### src/rtl/data_cache_unit.sv
// Direct-mapped, write-back, write-allocate data cache.
// 8 blocks of 4 bytes, 3-bit tag, sitting between an 8-bit CPU
// load/store port and a 32-bit block-wide data memory.
module data_cache_unit (
  input  logic        CLK,
  input  logic        RESET,
  input  logic        READ,
  input  logic        WRITE,
  input  logic [7:0]  ADDRESS,
  input  logic [7:0]  WRITEDATA,
  input  logic        MEM_BUSYWAIT,
  input  logic [31:0] MEM_READDATA,
  output logic [7:0]  READDATA,
  output logic        MEM_READ,
  output logic        MEM_WRITE,
  output logic        BUSYWAIT,
  output logic [5:0]  MEM_ADDRESS,
  output logic [31:0] MEM_WRITEDATA
);

  typedef enum logic [1:0] {
    IDLE      = 2'd0,
    WRITEBACK = 2'd1,
    FETCH     = 2'd2,
    UPDATE    = 2'd3
  } state_t;

  // Per-block storage
  logic [31:0] data_reg  [0:7];
  logic [2:0]  tag_reg   [0:7];
  logic [7:0]  valid_reg;
  logic [7:0]  dirty_reg;

  state_t      state_reg;
  logic        mem_read_reg;
  logic        mem_write_reg;
  logic [5:0]  mem_address_reg;
  logic [31:0] mem_writedata_reg;

  // Address split
  logic [2:0] addr_tag;
  logic [2:0] addr_index;
  logic [1:0] addr_offset;
  assign addr_tag    = ADDRESS[7:5];
  assign addr_index  = ADDRESS[4:2];
  assign addr_offset = ADDRESS[1:0];

  logic hit;
  logic request;
  logic victim_dirty;
  assign hit          = valid_reg[addr_index] && (tag_reg[addr_index] == addr_tag);
  assign request      = READ | WRITE;
  assign victim_dirty = valid_reg[addr_index] && dirty_reg[addr_index];

  // Byte lanes of the indexed block, selected by the offset for loads
  logic [7:0] byte_lane [0:3];
  genvar gi;
  generate
    for (gi = 0; gi < 4; gi++) begin : g_lane
      assign byte_lane[gi] = data_reg[addr_index][8*gi +: 8];
    end
  endgenerate

  // Combinational CPU-facing outputs; stall is forced low during reset
  always_comb begin
    READDATA = byte_lane[addr_offset];
    BUSYWAIT = RESET && request && !((state_reg == IDLE) && hit);
  end

  assign MEM_READ      = mem_read_reg;
  assign MEM_WRITE     = mem_write_reg;
  assign MEM_ADDRESS   = mem_address_reg;
  assign MEM_WRITEDATA = mem_writedata_reg;

  // Miss-handling FSM with registered memory strobes, address and data;
  // also owns all tag/valid/dirty/data updates.
  always_ff @(posedge CLK or negedge RESET) begin
    if (!RESET) begin
      state_reg         <= IDLE;
      mem_read_reg      <= 1'b0;
      mem_write_reg     <= 1'b0;
      mem_address_reg   <= 6'd0;
      mem_writedata_reg <= 32'd0;
      valid_reg         <= 8'd0;
      dirty_reg         <= 8'd0;
      for (int i = 0; i < 8; i++) begin
        tag_reg[i]  <= 3'd0;
        data_reg[i] <= 32'd0;
      end
    end else begin
      case (state_reg)
        IDLE: begin
          if (WRITE && hit) begin
            // Write hit: a simultaneous READ is treated as a write
            data_reg[addr_index][8*addr_offset +: 8] <= WRITEDATA;
            dirty_reg[addr_index] <= 1'b1;
          end else if (request && !hit) begin
            if (victim_dirty) begin
              state_reg         <= WRITEBACK;
              mem_write_reg     <= 1'b1;
              mem_address_reg   <= {tag_reg[addr_index], addr_index};
              mem_writedata_reg <= data_reg[addr_index];
            end else begin
              state_reg       <= FETCH;
              mem_read_reg    <= 1'b1;
              mem_address_reg <= {addr_tag, addr_index};
            end
          end
        end
        WRITEBACK: begin
          if (!MEM_BUSYWAIT) begin
            // Victim accepted; move straight on to the fill
            state_reg       <= FETCH;
            mem_write_reg   <= 1'b0;
            mem_read_reg    <= 1'b1;
            mem_address_reg <= {addr_tag, addr_index};
          end
        end
        FETCH: begin
          if (!MEM_BUSYWAIT) begin
            state_reg    <= UPDATE;
            mem_read_reg <= 1'b0;
          end
        end
        UPDATE: begin
          // Memory keeps the fetched block stable while not busy
          data_reg[addr_index]  <= MEM_READDATA;
          tag_reg[addr_index]   <= addr_tag;
          valid_reg[addr_index] <= 1'b1;
          dirty_reg[addr_index] <= 1'b0;
          state_reg             <= IDLE;
        end
        default: begin
          state_reg     <= IDLE;
          mem_read_reg  <= 1'b0;
          mem_write_reg <= 1'b0;
        end
      endcase
    end
  end

endmodule

### config.mk
export PLATFORM = sky130hd
export DESIGN_NAME = data_cache_unit
export DESIGN_NICKNAME = d
export VERILOG_FILES = /design/src/rtl/data_cache_unit.sv
export SDC_FILE = /design/constraint.sdc
export NUM_CORES = 1
export LEC_CHECK = 0
export ABC_CLOCK_PERIOD_IN_PS = 8100
export CAP_MARGIN = 10
export CORE_AREA = 2 2 201 203
export DETAILED_ROUTE_END_ITERATION = 10
export DIE_AREA = 0 0 203 205
export DONT_BUFFER_PORTS = 1
export SLEW_MARGIN = 10
export SYNTH_ARGS = -nofsm -noshare
export SYNTH_HDL_FRONTEND = slang
export SYNTH_SLANG_ARGS = --single-unit
### constraint.sdc
create_clock -name CLK -period 8.1 [get_ports CLK]
set_clock_uncertainty 0.05 [all_clocks]
set_input_delay 1.62 -clock CLK [delete_from_list [all_inputs] [get_ports CLK]]
set_output_delay 1.62 -clock CLK [all_outputs]
set_load 0.01 [all_outputs]
==> impl_metrics.ini, run 1 <==
[die]
die_area_um2 = 41600
die_y_um = 205
total_i_o_pin_count = 102
die-width_um = 203
starting_utilization_of_the_core_area_pct = 39.7
placementRows = 73
area_of_the_core_region_um2 = 39400

[synth]
postSynthRegisterBits = 338
yosys-top-cells-count = dfrtp_1, a22o_1, nand2_1
postSynthNetCount = 1401
asyncSetResetFlopFracSynth_pct = 100
dominant_synthesized_flop_cell = dfrtp_1
synth.area.top_cells = dfrtp_1, a22o_1, mux2_2
post-synth-top-area-cell = dfrtp_1
synthesized_cell_area_um2 = 15600
synthDominantCellAreaShare_pct = 54.1
yosysWarnings = 0
syn_inst = 1339
synth-edff-count = 0
synth.distinct_cells = 65
seq_area_frac_synth_pct = 54.1
syn_area_per_cell_um2 = 11.7
synth.most_common_cell = dfrtp_1

[detailed_routing]
wirelength_mm = 55.3
route.detailed.drc = 0
drtIter0Drc = 1434
detail-route-antenna-nets = 0
wl_per_cell_um = 29.7
dr_total_vias = 12206
firstDrtPassIters = 7
routed_via_density = 6.54

[clock_network]
cts.repair_timing.setup_buffer_count = 0
hold_buffers = 0
clkLatencyLatePin_ns = 0.55
cts_made_buffers = 38
clock-root-buffer = clkbuf_16
cts_tree = yes
cts_repair_resize_count = 0
clockBufferDepth = 3
clock-sinks = 338
ctsHtreeMaxLevel = 2
clk_pin_slew_worst_paths_ns = 0.06

[sta]
maxSlewViolCount = 0
finalSetupTns_ns = 0
final-hold-violation-count = 0
setup_violations = 0
tightestPinTransition_ns = 1.31
maxClockFrequency_mhz = 171
worst_slew_slack_as_a_fraction_of_its_limit_pct = 12.8
layout_worst_path_cycle_share_pct = 72.4
unrepaired_setup_endpoints_after_global_routing = no
final.min_clock_period_ns = 5.86

[layout]
final_cells = 1865
design.final.nets = 1375
largest_reg_flops = 256
syn_to_final_growth_pct = 11.9
fraction_of_final_layout_cells_sized_beyond_drive_strength_1_pct = 16.1

[place]
place.detailed.hpwl_mm = 36.2
place.detailed.instances = 1798
numPortBuffers = 0
routabilityCongestion = 0.907

[setup_path]
worst-r2r-cell-count = 9
setup.worst_path.class = in2out
critPathMostFrequentCell = o21ai_0
required_ns = 6.43
path_max_fanout = 61
worstSetupStartpointType = primary input
cpMaxStageDelayCell = nor2_1
critical_path.endpoint_type = output port
worst_ep_arrival_time_ns = 4.19
cp_cell_sequence = inv_1 > buf_4 > nor2_1 > a22oi_1 > o221ai_1 > o21ai_0 > o21ai_0
slowest_delay_ns = 0.70

[job]
max-cap-violations = 0

[outcome]
status = complete, no violations

[global_route]
grt_pass1_vias = 12133
grt_pass1_wl_mm = 82.5
grt-ovfl-total = 0
overall_routing_resource_usage_pct = 26.6
initial_antenna_violation_count = 6
grt_start_max_net_pins = 340

[power_and_ir_drop]
vdd_drop_max_uv = 178
total_switching_power_mw = 2.06
switching_share_pct = 33.2
power.share.clock_pct = 30.7
power.static_leakage_nw = 7.80
cell_area_power_density_nw_per_um2 = 355
power_report.internal_total_mw = 4.14
seqPwrFrac_pct = 43.0
combinationalPowerShare_pct = 26.3

[worst_hold_path]
hold_depth = 1
worst_min_delay_path_class = reg2reg
-- critical path: cells and delay by family --
family,cells,cell delay (ns)
buffers and inverters,2,0.51
AOI/OAI and AO/OA,4,1.32
and+or+nand+nor,1,0.70
-- power by group through the flow --
stage	logic, mW	registers (mW)	clock network [mW]
6_report	1.63	2.67	1.91
5_1_grt	1.76	2.72	1.99
4_1_cts	1.60	2.66	1.91
3_5_place_dp	1.60	2.68	0
3_3_place_gp	1.56	2.67	0
2_1_floorplan	1.20	2.55	0
-- cell families after synthesis --
group	after synthesis	share of synthesized area [%]
xor gates and xnor gates	1	0.0560
DFF	338	54.1
and+or+nand+nor	167	5.12
buffers and inverters	169	4.46
adders and majority gates	9	0.720
AOI/OAI and AO/OA	536	26.5
muxes	119	9.10
-- through the flow --
stage | instance area, µm² | power [mW] | hold WS [ns] | util [%] | setup slack, ns
6_report | 17500 | 6.20 | 0.411 | 44.4 | 2.24
3_5_place_dp | 16100 | 4.27 | 0.399 | 41.0 | 2.40
4_1_cts | 17500 | 6.18 | 0.416 | 44.4 | 2.39
2_1_floorplan | 15600 | 3.75 | 0.378 | - | 2.80
5_1_grt | 17500 | 6.47 | 0.427 | 44.4 | 2.27
3_3_place_gp | 16100 | 4.23 | 0.399 | 41.0 | 2.51
-- path summary, 6_finish.rpt --
check,slack [ns],end,from
setup / recovery,2.24,READDATA[1],ADDRESS[2]
hold / removal,0.41,valid_reg[7],valid_reg[7]
setup reg to reg,4.45,data_reg[235],tag_reg[5]
hold reg to reg,0.41,valid_reg[7],valid_reg[7]
max in group asynchronous,6.63,MEM_WRITEDATA[29],RESET
min in group asynchronous,0.74,data_reg[49],RESET
-- layer usage --
layer | vias to the layer above | global-route usage (%) | part of all wire [%]
met5 | - | 2.26 | 0.39
met4 | 12 | 10.3 | 3.7
met3 | 121 | 8.07 | 11
li1 | 5087 | - | -
met1 | 6338 | 36.8 | 41
met2 | 648 | 39.1 | 44
-- area by class of cell --
type | count | area [µm²]
Antenna cell | 1 | 2.50
Clock buffer | 49 | 1100
Clock inverter | 17 | 265
Fill cell | 3589 | 21900
Inverter | 78 | 293
Multi-Input combinational cell | 832 | 6530
Sequential cell | 338 | 8460
Tap cell | 525 | 657
Timing Repair Buffer | 25 | 188
-- placed cells by master, fill, tap and decap left out, drive strengths merged, types with 2 or more instances in the layout --
| master | count |
|---|---|
| nand2b | 9 |
| clkbuf | 49 |
| and2 | 9 |
| a31oi | 6 |
| inv | 76 |
| and3 | 3 |
| a21boi | 7 |
| o22ai | 75 |
| o221ai | 6 |
| mux2i | 33 |
| a21o | 5 |
| a21oi | 29 |
| nor2 | 21 |
| clkinvlp | 2 |
| a22o | 219 |
| nand4 | 7 |
| a222oi | 2 |
| o32ai | 3 |
| clkinv | 10 |
| o221a | 2 |
| dfrtp | 338 |
| nor3 | 9 |
| ha | 9 |
| a221oi | 32 |
| o211ai | 6 |
| o21a | 2 |
| buf | 25 |
| a221o | 5 |
| mux4 | 11 |
| nand3 | 10 |
| or3 | 3 |
| bufinv | 7 |
| nand2 | 78 |
| o22a | 6 |
| o21ai | 80 |
| nor2b | 11 |
| mux2 | 75 |
| a22oi | 42 |
No activity file was read; power rests on OpenSTA's default activity.
==> inputs of run 2 (changes only) <==
Settings changed: ABC_CLOCK_PERIOD_IN_PS 8100 to 5910.
Clock period 8.1 ns to 5.91 ns, I/O delays scaled along.
==> impl_metrics.ini, run 2 (synthesis results as in run 1) <==
[detailed_routing]
wl_met2_mm = 23.5
topRoutingLayerUsed = met5
detail-route-antenna-nets = 0
dr_total_vias = 12155
wirelength_mm = 55.5
wl_per_cell_um = 29.6
wl_met3_mm = 7.65
firstDrtPassIters = 5
drtIter0Drc = 1383
met1Wirelength_mm = 22.2
route.detailed.drc = 0
routed_via_density = 6.48

[clock_network]
cts_repair_resize_count = 0
cts_made_buffers = 38
clkLatencyLatePin_ns = 0.54
clk_pin_slew_worst_paths_ns = 0.06
clockBufferDepth = 3
clock-root-buffer = clkbuf_16
clock-sinks = 338
hold_buffers = 0
cts.repair_timing.setup_buffer_count = 0
ctsHtreeMaxLevel = 2
cts_tree = yes

[outcome]
status = complete, no violations

[power_and_ir_drop]
power.static_leakage_nw = 7.78
vdd_drop_max_uv = 309
cell_area_power_density_nw_per_um2 = 478

[sta]
final.min_clock_period_ns = 4.83
setup_violations = 0
worst_slew_slack_as_a_fraction_of_its_limit_pct = 26.7
maxClockFrequency_mhz = 207
maxSlewViolCount = 0
layout_worst_path_cycle_share_pct = 81.8
finalSetupTns_ns = 0
tightestPinTransition_ns = 1.08
final-hold-violation-count = 0
unrepaired_setup_endpoints_after_global_routing = no

[global_route]
grt-ovfl-total = 0
initial_antenna_violation_count = 6
grt_pass1_wl_mm = 82.5
grt_pass1_vias = 12145
grt_start_max_net_pins = 340
overall_routing_resource_usage_pct = 26.7

[setup_path]
critPathMostFrequentCell = o21ai_0
setup.worst_path.class = in2out
worstSetupStartpointType = primary input
path_max_fanout = 61
cp_cell_sequence = inv_1 > buf_4 > nor2_1 > a22oi_1 > o221ai_1 > o21ai_0 > o21ai_0
slowest_delay_ns = 0.72
required_ns = 4.68
critical_path.endpoint_type = output port
worst_ep_arrival_time_ns = 3.60
cpMaxStageDelayCell = nor2_1

[die]
area_of_the_core_region_um2 = 39400
die_y_um = 205
placementRows = 73
die-width_um = 203
die_area_um2 = 41600
total_i_o_pin_count = 102
starting_utilization_of_the_core_area_pct = 39.7

[layout]
layout_commonest_cell = dfrtp_1
final.fill_count = 3641
layout_common_cells = dfrtp_1, a22o_1, nand2_1
multi_input_area_um2 = 6520
syn_to_final_growth_pct = 11.5
design.final.nets = 1380
largest_reg_flops = 256
fraction_of_final_layout_cells_sized_beyond_drive_strength_1_pct = 15.7
final_area_um2 = 17400
layout.area.seq_um2 = 8460

[place]
routabilityCongestion = 0.917
place.detailed.hpwl_mm = 35.9
dpl_cell_area_um2 = 16100
numPortBuffers = 0

[worst_hold_path]
worst_min_delay_path_class = in2async

[job]
max-cap-violations = 0
==> run 2: changes by cell type in the layout (fill, tap and decap cells not counted), sizes merged <==
cell / change
bufinv: -6
clkbuf: +15
clkinvlp: -1
buf: +5
clkinv: -5
inv: +1
diode: +3
==> run 2: cell type report <==
class / count / share of cell area (%)
antenna: 4 / 0.0574
multi-input combinational: 832 / 37.4
tap: 525 / 3.77
timing repair buffer: 30 / 1.28
clock inverter: 6 / 0.352
clock buffer: 64 / 6.95
sequential: 338 / 48.5
inverter: 78 / 1.68
==> run 2: routing by layer <==
layer	global-route usage (%)	vias up
met3	10.4	124
met1	36.2	6134
li1	-	5101
met2	38.5	794
met5	0	-
met4	10.6	2
==> run 2: through the flow <==
stage	util (%)	setup slack [ns]	instances	hold WS, ns	power (mW)
2_1_floorplan	-	1.48	1339	0.378	5.14
3_3_place_gp	41.0	1.27	1802	0.396	5.83
3_5_place_dp	41.0	1.20	1802	0.400	5.87
4_1_cts	44.3	1.19	1872	0.300	8.30
5_1_grt	44.3	1.09	1875	0.294	8.71
6_report	44.3	1.08	1877	0.303	8.34
==> run 2: worst max-delay path: cells and delay by family <==
family	cells	cell delay (ns)
AND/OR/NAND/NOR	1	0.72
buffers and inverters	2	0.42
AO/OA/AOI/OAI	4	1.28
==> run 2: path summary, 6_finish.rpt <==
kind | start | endpoint | slack [ns] | cells past startpoint
hold reg to reg | valid_reg[7] | valid_reg[7] | 0.41 | 1
setup / recovery | ADDRESS[2] | READDATA[1] | 1.08 | 7
setup reg to reg | tag_reg[11] | data_reg[7] | 2.56 | 7
max in group asynchronous | RESET | MEM_WRITEDATA[31] | 4.91 | 0
min in group CLK | valid_reg[7] | valid_reg[7] | 0.41 | 1
hold / removal | RESET | data_reg[203] | 0.30 | 0
==> run 2: power by group <==
part | internal (mW) | leakage [nW] | switching [mW]
logic | 0.948 | 2.70 | 1.32
registers | 3.12 | 4.46 | 0.529
clock network | 1.44 | 0.623 | 0.981
==> inputs of run 3 (changes only) <==
Settings changed: ABC_CLOCK_PERIOD_IN_PS 5910 to 4200.
Clock period 5.91 ns to 4.2 ns, I/O delays scaled along.
==> impl_metrics.ini, run 3 (synthesis results as in run 1) <==
[sta]
finalSetupTns_ns = 0
worst_slew_slack_as_a_fraction_of_its_limit_pct = 32.2
layout_worst_path_cycle_share_pct = 91.2
maxSlewViolCount = 0
final-hold-violation-count = 24
maxClockFrequency_mhz = 261
final.min_clock_period_ns = 3.83
unrepaired_setup_endpoints_after_global_routing = no
setup_violations = 0
final_critical_path_setup_slack_ns = 0.372
tightestPinTransition_ns = 1.02
hold_slack_ns = -0.0378

[detailed_routing]
route.detailed.drc = 0
wirelength_mm = 55.5
detail-route-antenna-nets = 0
dr_total_vias = 12383
wl_per_cell_um = 28.8
firstDrtPassIters = 5
routed_via_density = 6.42
drtIter0Drc = 1412

[die]
placementRows = 73
area_of_the_core_region_um2 = 39400
total_i_o_pin_count = 102
die_area_um2 = 41600
die-width_um = 203
starting_utilization_of_the_core_area_pct = 39.7
die_y_um = 205

[clock_network]
ctsHtreeMaxLevel = 2
cts_made_buffers = 39
clkLatencyLatePin_ns = 0.54
clock-root-buffer = clkbuf_16
clock-sinks = 338
clk_pin_slew_worst_paths_ns = 0.06
clockBufferDepth = 3
cts_tree = yes
cts_repair_resize_count = 0

[outcome]
status = finished with violations
failed_checks = hold timing

[place]
place.detailed.instances = 1850
place.detailed.hpwl_mm = 35.5
routabilityCongestion = 0.970
post_place_setup_slack_ns = 0.500
numPortBuffers = 0
dpl_cell_area_um2 = 16600

[power_and_ir_drop]
power_report.internal_total_mw = 8.05
seqPwrFrac_pct = 42.6
cell_area_power_density_nw_per_um2 = 664
switching_share_pct = 32.7
power.static_leakage_nw = 8.09
combinationalPowerShare_pct = 27.0
vdd_drop_max_uv = 412
power.share.clock_pct = 30.4
total_power_mw = 12.0
total_switching_power_mw = 3.91

[setup_path]
cp_cell_sequence = nor2_1 > buf_4 > a221oi_1 > o21ai_0 > o21ai_0 > o21ai_0 > buf_4
timing.critical_path.max_delay_family = compound AO/OA/AOI/OAI gates
cp.buffers_inverters = 2
worst_ep_arrival_time_ns = 2.94
worst-r2r-cell-count = 7
slowest_delay_ns = 0.50
worst-path-stages = 7
worstSetupStartpointType = primary input
critical_path.endpoint_type = output port
setup.worst_path.class = in2out
critPathMostFrequentCell = o21ai_0
required_ns = 3.31
cpMaxStageDelayCell = o21ai_0
path_max_fanout = 75

[layout]
final_cells = 1929
fraction_of_final_layout_cells_sized_beyond_drive_strength_1_pct = 18.9
design.final.nets = 1428
layout_common_cells = dfrtp_1, a22o_1, nand2_1
largest_reg_flops = 256
layout_commonest_cell = dfrtp_1
fin_util_pct = 45.8
multi_input_area_um2 = 6520
syn_to_final_growth_pct = 15.2
final.fill_count = 3603
layout.area.seq_um2 = 8460
final_area_um2 = 18000

[global_route]
initial_antenna_violation_count = 9
grt_pass1_vias = 12362
grt_pass1_wl_mm = 82.6
grt_start_max_net_pins = 340
overall_routing_resource_usage_pct = 26.7
grt-ovfl-total = 0

[worst_hold_path]
worst_min_delay_path_class = in2async

[job]
max-cap-violations = 0
==> run 3: repair_timing <==
action	in CTS	in global routing
endpoints found under the hold margin	338	190
setup endpoints to repair	0	0
setup buffers	0	0
==> run 3: worst paths after layout <==
check                           slack [ns]             to         start
worst min register to register        0.42   valid_reg[7]  valid_reg[7]
worst max-delay path                  0.37    READDATA[4]    ADDRESS[4]
worst max register to register        1.20  data_reg[178]   tag_reg[11]
max in group asynchronous             3.30  data_reg[114]         RESET
worst min-delay path                 -0.04  data_reg[178]         RESET
min in group CLK                      0.40    tag_reg[18]    ADDRESS[5]
==> run 3: worst reg2reg max path, cell delays in order, from the launching register on <==
cell and delay [ns]:
dfrtp_1 0.38, mux4_2 0.46, mux2i_1 0.32, xnor2_1 0.28, and3_1 0.33, and3_1 0.48, o21ai_2 0.30, a22o_1 0.26
==> run 3: power groups by stage <==
| stage | clock network, mW | logic, mW | registers, mW |
|---|---|---|---|
| after global placement | 0 | 3.10 | 5.09 |
| after detailed placement | 0 | 3.16 | 5.11 |
| after floorplan | 0 | 2.32 | 4.91 |
| after CTS | 3.68 | 3.18 | 5.08 |
| after global routing | 3.82 | 3.48 | 5.22 |
| final | 3.64 | 3.23 | 5.10 |
==> run 3: layer usage <==
metal	GRT usage (%)	vias up	routed length, µm
met4	11.5	4	2410
met2	38.8	646	23800
li1	-	5207	-
met3	9.35	140	6180
met5	3.10	-	23
met1	35.9	6386	23100
==> run 3: cell type report <==
class                      count  share of cell area, %
tap                          525                   3.65
sequential                   338                   46.9
clock inverter                13                   1.07
clock buffer                  58                   6.49
inverter                      78                   1.62
antenna                        8                  0.111
timing repair buffer          77                   3.90
multi-input combinational    832                   36.2
==> variant 1, RTL diff (config.mk and constraints of run 3) <==
Encoding of `state_t`: now Gray code (2 bits for 4 states).
--- a/src/rtl/data_cache_unit.sv
+++ b/src/rtl/data_cache_unit.sv
@@ -21,6 +21,6 @@
   typedef enum logic [1:0] {
-    IDLE      = 2'd0,
-    WRITEBACK = 2'd1,
-    FETCH     = 2'd2,
-    UPDATE    = 2'd3
+    IDLE      = 2'b00,
+    WRITEBACK = 2'b01,
+    FETCH     = 2'b11,
+    UPDATE    = 2'b10
   } state_t;
Check against the original RTL: no difference found for any inputs over 4 cycles, from zero or initial values and one cycle with RESET low; so few cycles prove little.
==> variant 1 against run 3 <==
The run still ends with negative hold slack left. Sequential share of layout area shrank 7.5 points. Worst setup slack lost 0.31 ns. Synthesized area grew 24%. Sequential cell count is the same. Count of clock-buffer cells in the layout grew 3. Design area grew 19%. Combinational power grew 5%. Routed wire length grew 41%. First-iteration DRC count grew 56%. Power grew 3.0%. Non-clock buffer count grew 4. Critical endpoint is now READDATA[2]. Largest cell class is now multi-input combinational cells.
==> variant 1: results (changes against run 3) <==
synth_cell_types: 59  # -9.2%
synth.cells.most_frequent: "dfrtp_1 (338), nand2_1 (234), a22oi_1 (168), clkbuf_1 (141), o211ai_1 (139)"
timing.reg2reg.setup_slack_ns: 1.00  # -0.20 ns
numCtsBuffers: 41  # +5.1%
nonClkBufAreaFrac_pct: 3.48  # -0.43 points
final.fill_count: 3451  # -4.2%
timing.fmax_mhz: 241  # -7.6%
peakVddDrop_mv: 0.358  # -13%
initial_antenna_violation_count: 4  # -5
vias_per_cell: 7.31  # +14%
detailed_place.area_um2: 20000  # +20%
worstPathMaxFanout: 72  # -4.0%
rr_startpoint: "tag_reg[3]"
ys_seq_area_share_pct: 43.7  # -10 points
clock_area_share_pct: 6.73  # -0.83 points
cp_max_stage_delay_ns: 0.56  # +0.06 ns
critPathTopFamily: "buffers and inverters"
antenna-diode-count: 7  # -1
final.signal_buffer_count: 81  # +5.2%
failed_checks: "negative hold slack"
syn2layout_area_growth_pct: 10.8
crit_end: "READDATA[2]"
num-nonclk-inverters: 30  # -62%
syn-instance-count: 1972  # +47%
worst-r2r-cell-count: 8  # +1
final_layout_size_suffix_gt1_share_pct: 13.6  # -5.3 points
rr_endpoint: "data_reg[74]"
post_synth_main_area_contributors: "dfrtp_1 (44%), a22oi_1 (6.5%), o211ai_1 (5.4%)"
status: "finished with violations"
nets: 1933  # +35%
detailedPlace.worstSlack_ns: 0.210  # -0.290 ns
whs_ns: -0.0927  # -0.0549 ns
multi_input_area_um2: 10000  # +53%
multi_input_gates: 1383  # +66%
clock_insertion_delay_at_the_later_pin_of_the_skew_report_ns: 0.59  # +0.05 ns
worst_slew_pin_slew_ns: 1.12  # +0.105 ns
wl_um: 78200  # +41%
wire_per_inst_um: 32.1  # +11%
drt_first_pass_iters: 6  # +1
grt_use_total_pct: 37.3  # +11 points
hold_violations: 205  # +750%
timing.critical_path.slowest_stage_cell: "nor2_2"
==> variant 1: cell types whose count changed in the layout (fill, tap and decap cells not counted), sizes merged, moves of 24 or more <==
cell and delta:
and2 +24, a22oi +126, a2bb2oi +57, nand4 +51, o211ai +133, inv -46
o211a +56, o2bb2ai +88, o21ai -39, nor2 +86, nand2 +156, a22o -168
o22ai -63
==> variant 1: power breakdown <==
part           internal, W  total, W  switching, W
Combinational      0.00139   0.00339       0.00200
Clock              0.00236   0.00387       0.00150
Sequential         0.00429   0.00507      0.000773
Total              0.00805    0.0123       0.00428
==> variant 1: cells by family after synthesis <==
logic type      Yosys count  synth area share, %
compound gates          769                 32.1
mux                     110                 6.98
flops                   338                 43.7
simple gates            499                 11.7
fa+ha+maj                 5                0.323
buf+inv                 251                 5.12
==> variant 1: routing by layer <==
metal,GRT usage (%),share of wire [%],up-vias
met4,17.3,4.5,2
met5,1.19,0.088,-
met2,54.9,44,1170
met1,50.6,40,8968
li1,-,-,7422
met3,10.9,12,247
==> variant 2, RTL diff (flow settings as in run 3) <==
Without the edit above. Reset style: synchronous (`RESET`), changed in one clocked block.
--- a/src/rtl/data_cache_unit.sv
+++ b/src/rtl/data_cache_unit.sv
@@ -76,3 +76,3 @@
   // also owns all tag/valid/dirty/data updates.
-  always_ff @(posedge CLK or negedge RESET) begin
+  always_ff @(posedge CLK) begin
     if (!RESET) begin
Formal check against the unedited RTL: differs if RESET is asserted again (counterexample within 4 cycles, from zero or initial values and one cycle with RESET low); with RESET held inactive, the same outputs for 4 cycles.
==> variant 2 against run 3 <==
Die area is the same. Worst setup slack worse by 0.10 ns. Critical path type unchanged. Synthesized area fell by 1.2%. Critical endpoint unchanged. Count of clock-buffer cells in the layout is the same. Sequential cell count unchanged. Design area decreased by 2.2%. Routed wire length is 6.6% lower.
Power is not compared: it rests on default switching activity, and its combinational part moved more than twofold at a synthesized area within 25%.
==> variant 2: results (changes against run 3) <==
status: "finished clean"
route.vias.total: 11528  # -6.9%
clock_area_share_pct: 6.99  # -0.57 points
number_of_global_route_vias_before_repair: 11091  # -10%
place.gp.congestion: 0.892  # -8.0%
synth.cells.most_frequent: "nor2_1 (365), edfxtp_1 (280), nand2_1 (93), mux2i_1 (84), dfxtp_1 (58)"
drt_iter0_drc: 1576  # +12%
multi_input_area_share_pct: 31.3  # -4.9 points
final.signal_buffer_count: 72  # -6.5%
regArea_um2: 9570  # +13%
hold_path.class: "primary input to flip-flop"
final.fill_count: 3604  # +0.028%
critPathTopFamily: "simple AND/OR/NAND/NOR gates"
nets: 1427  # -0.070%
pin_count_of_the_biggest_net_entering_global_routing: 76  # -78%
post_synth_mux_area_share_pct: 9.55  # +0.45 points
grt_use_total_pct: 25.0  # -1.8 points
initial_antenna_violation_count: 1  # -8
dp_hpwl_um: 35400  # -0.41%
detailed_place.area_um2: 16400  # -1.5%
multi_input_gates: 891  # +7.1%
grt_pass1_wl_um: 75700  # -8.4%
cp.arrival_ns: 3.04  # +0.10 ns
number_of_synthesized_flops_with_an_enable_pin: 280  # +280
cp_max_stage_delay_ns: 0.94  # +0.44 ns
post_synth_main_area_contributors: "edfxtp_1 (54%), nor2_1 (8.9%), dfxtp_1 (7.5%)"
worstPathMaxFanout: 74  # -1.3%
ys_seq_area_share_pct: 62.0  # +7.9 points
rr_startpoint: "state_reg[1]"
[variant 2: cell count changes after synthesis, sizes merged, moves of 58 or more]
cell / before / now
a22o: 219 / 19
dfrtp: 338 / 0
dfxtp: 0 / 58
edfxtp: 0 / 280
nor2: 21 / 366
o22ai: 75 / 9
[variant 2: power by group through the flow]
| stage | sequential (W) | clock (W) | combinational (W) |
|---|---|---|---|
| finish | 0.00383 | 0.00328 | 0.000886 |
| global route | 0.00384 | 0.00344 | 0.000936 |
| CTS | 0.00383 | 0.00330 | 0.000866 |
| detailed placement | 0.00390 | 0 | 0.000862 |
| global placement | 0.00390 | 0 | 0.000852 |
| floorplan | 0.00388 | 0 | 0.000590 |
[variant 2: metal layers]
layer | part of all wire [%] | track usage, %
met1 | 41 | 35.1
met2 | 44 | 38.0
met3 | 11 | 5.77
met4 | 3.7 | 8.76
met5 | 0 | 0
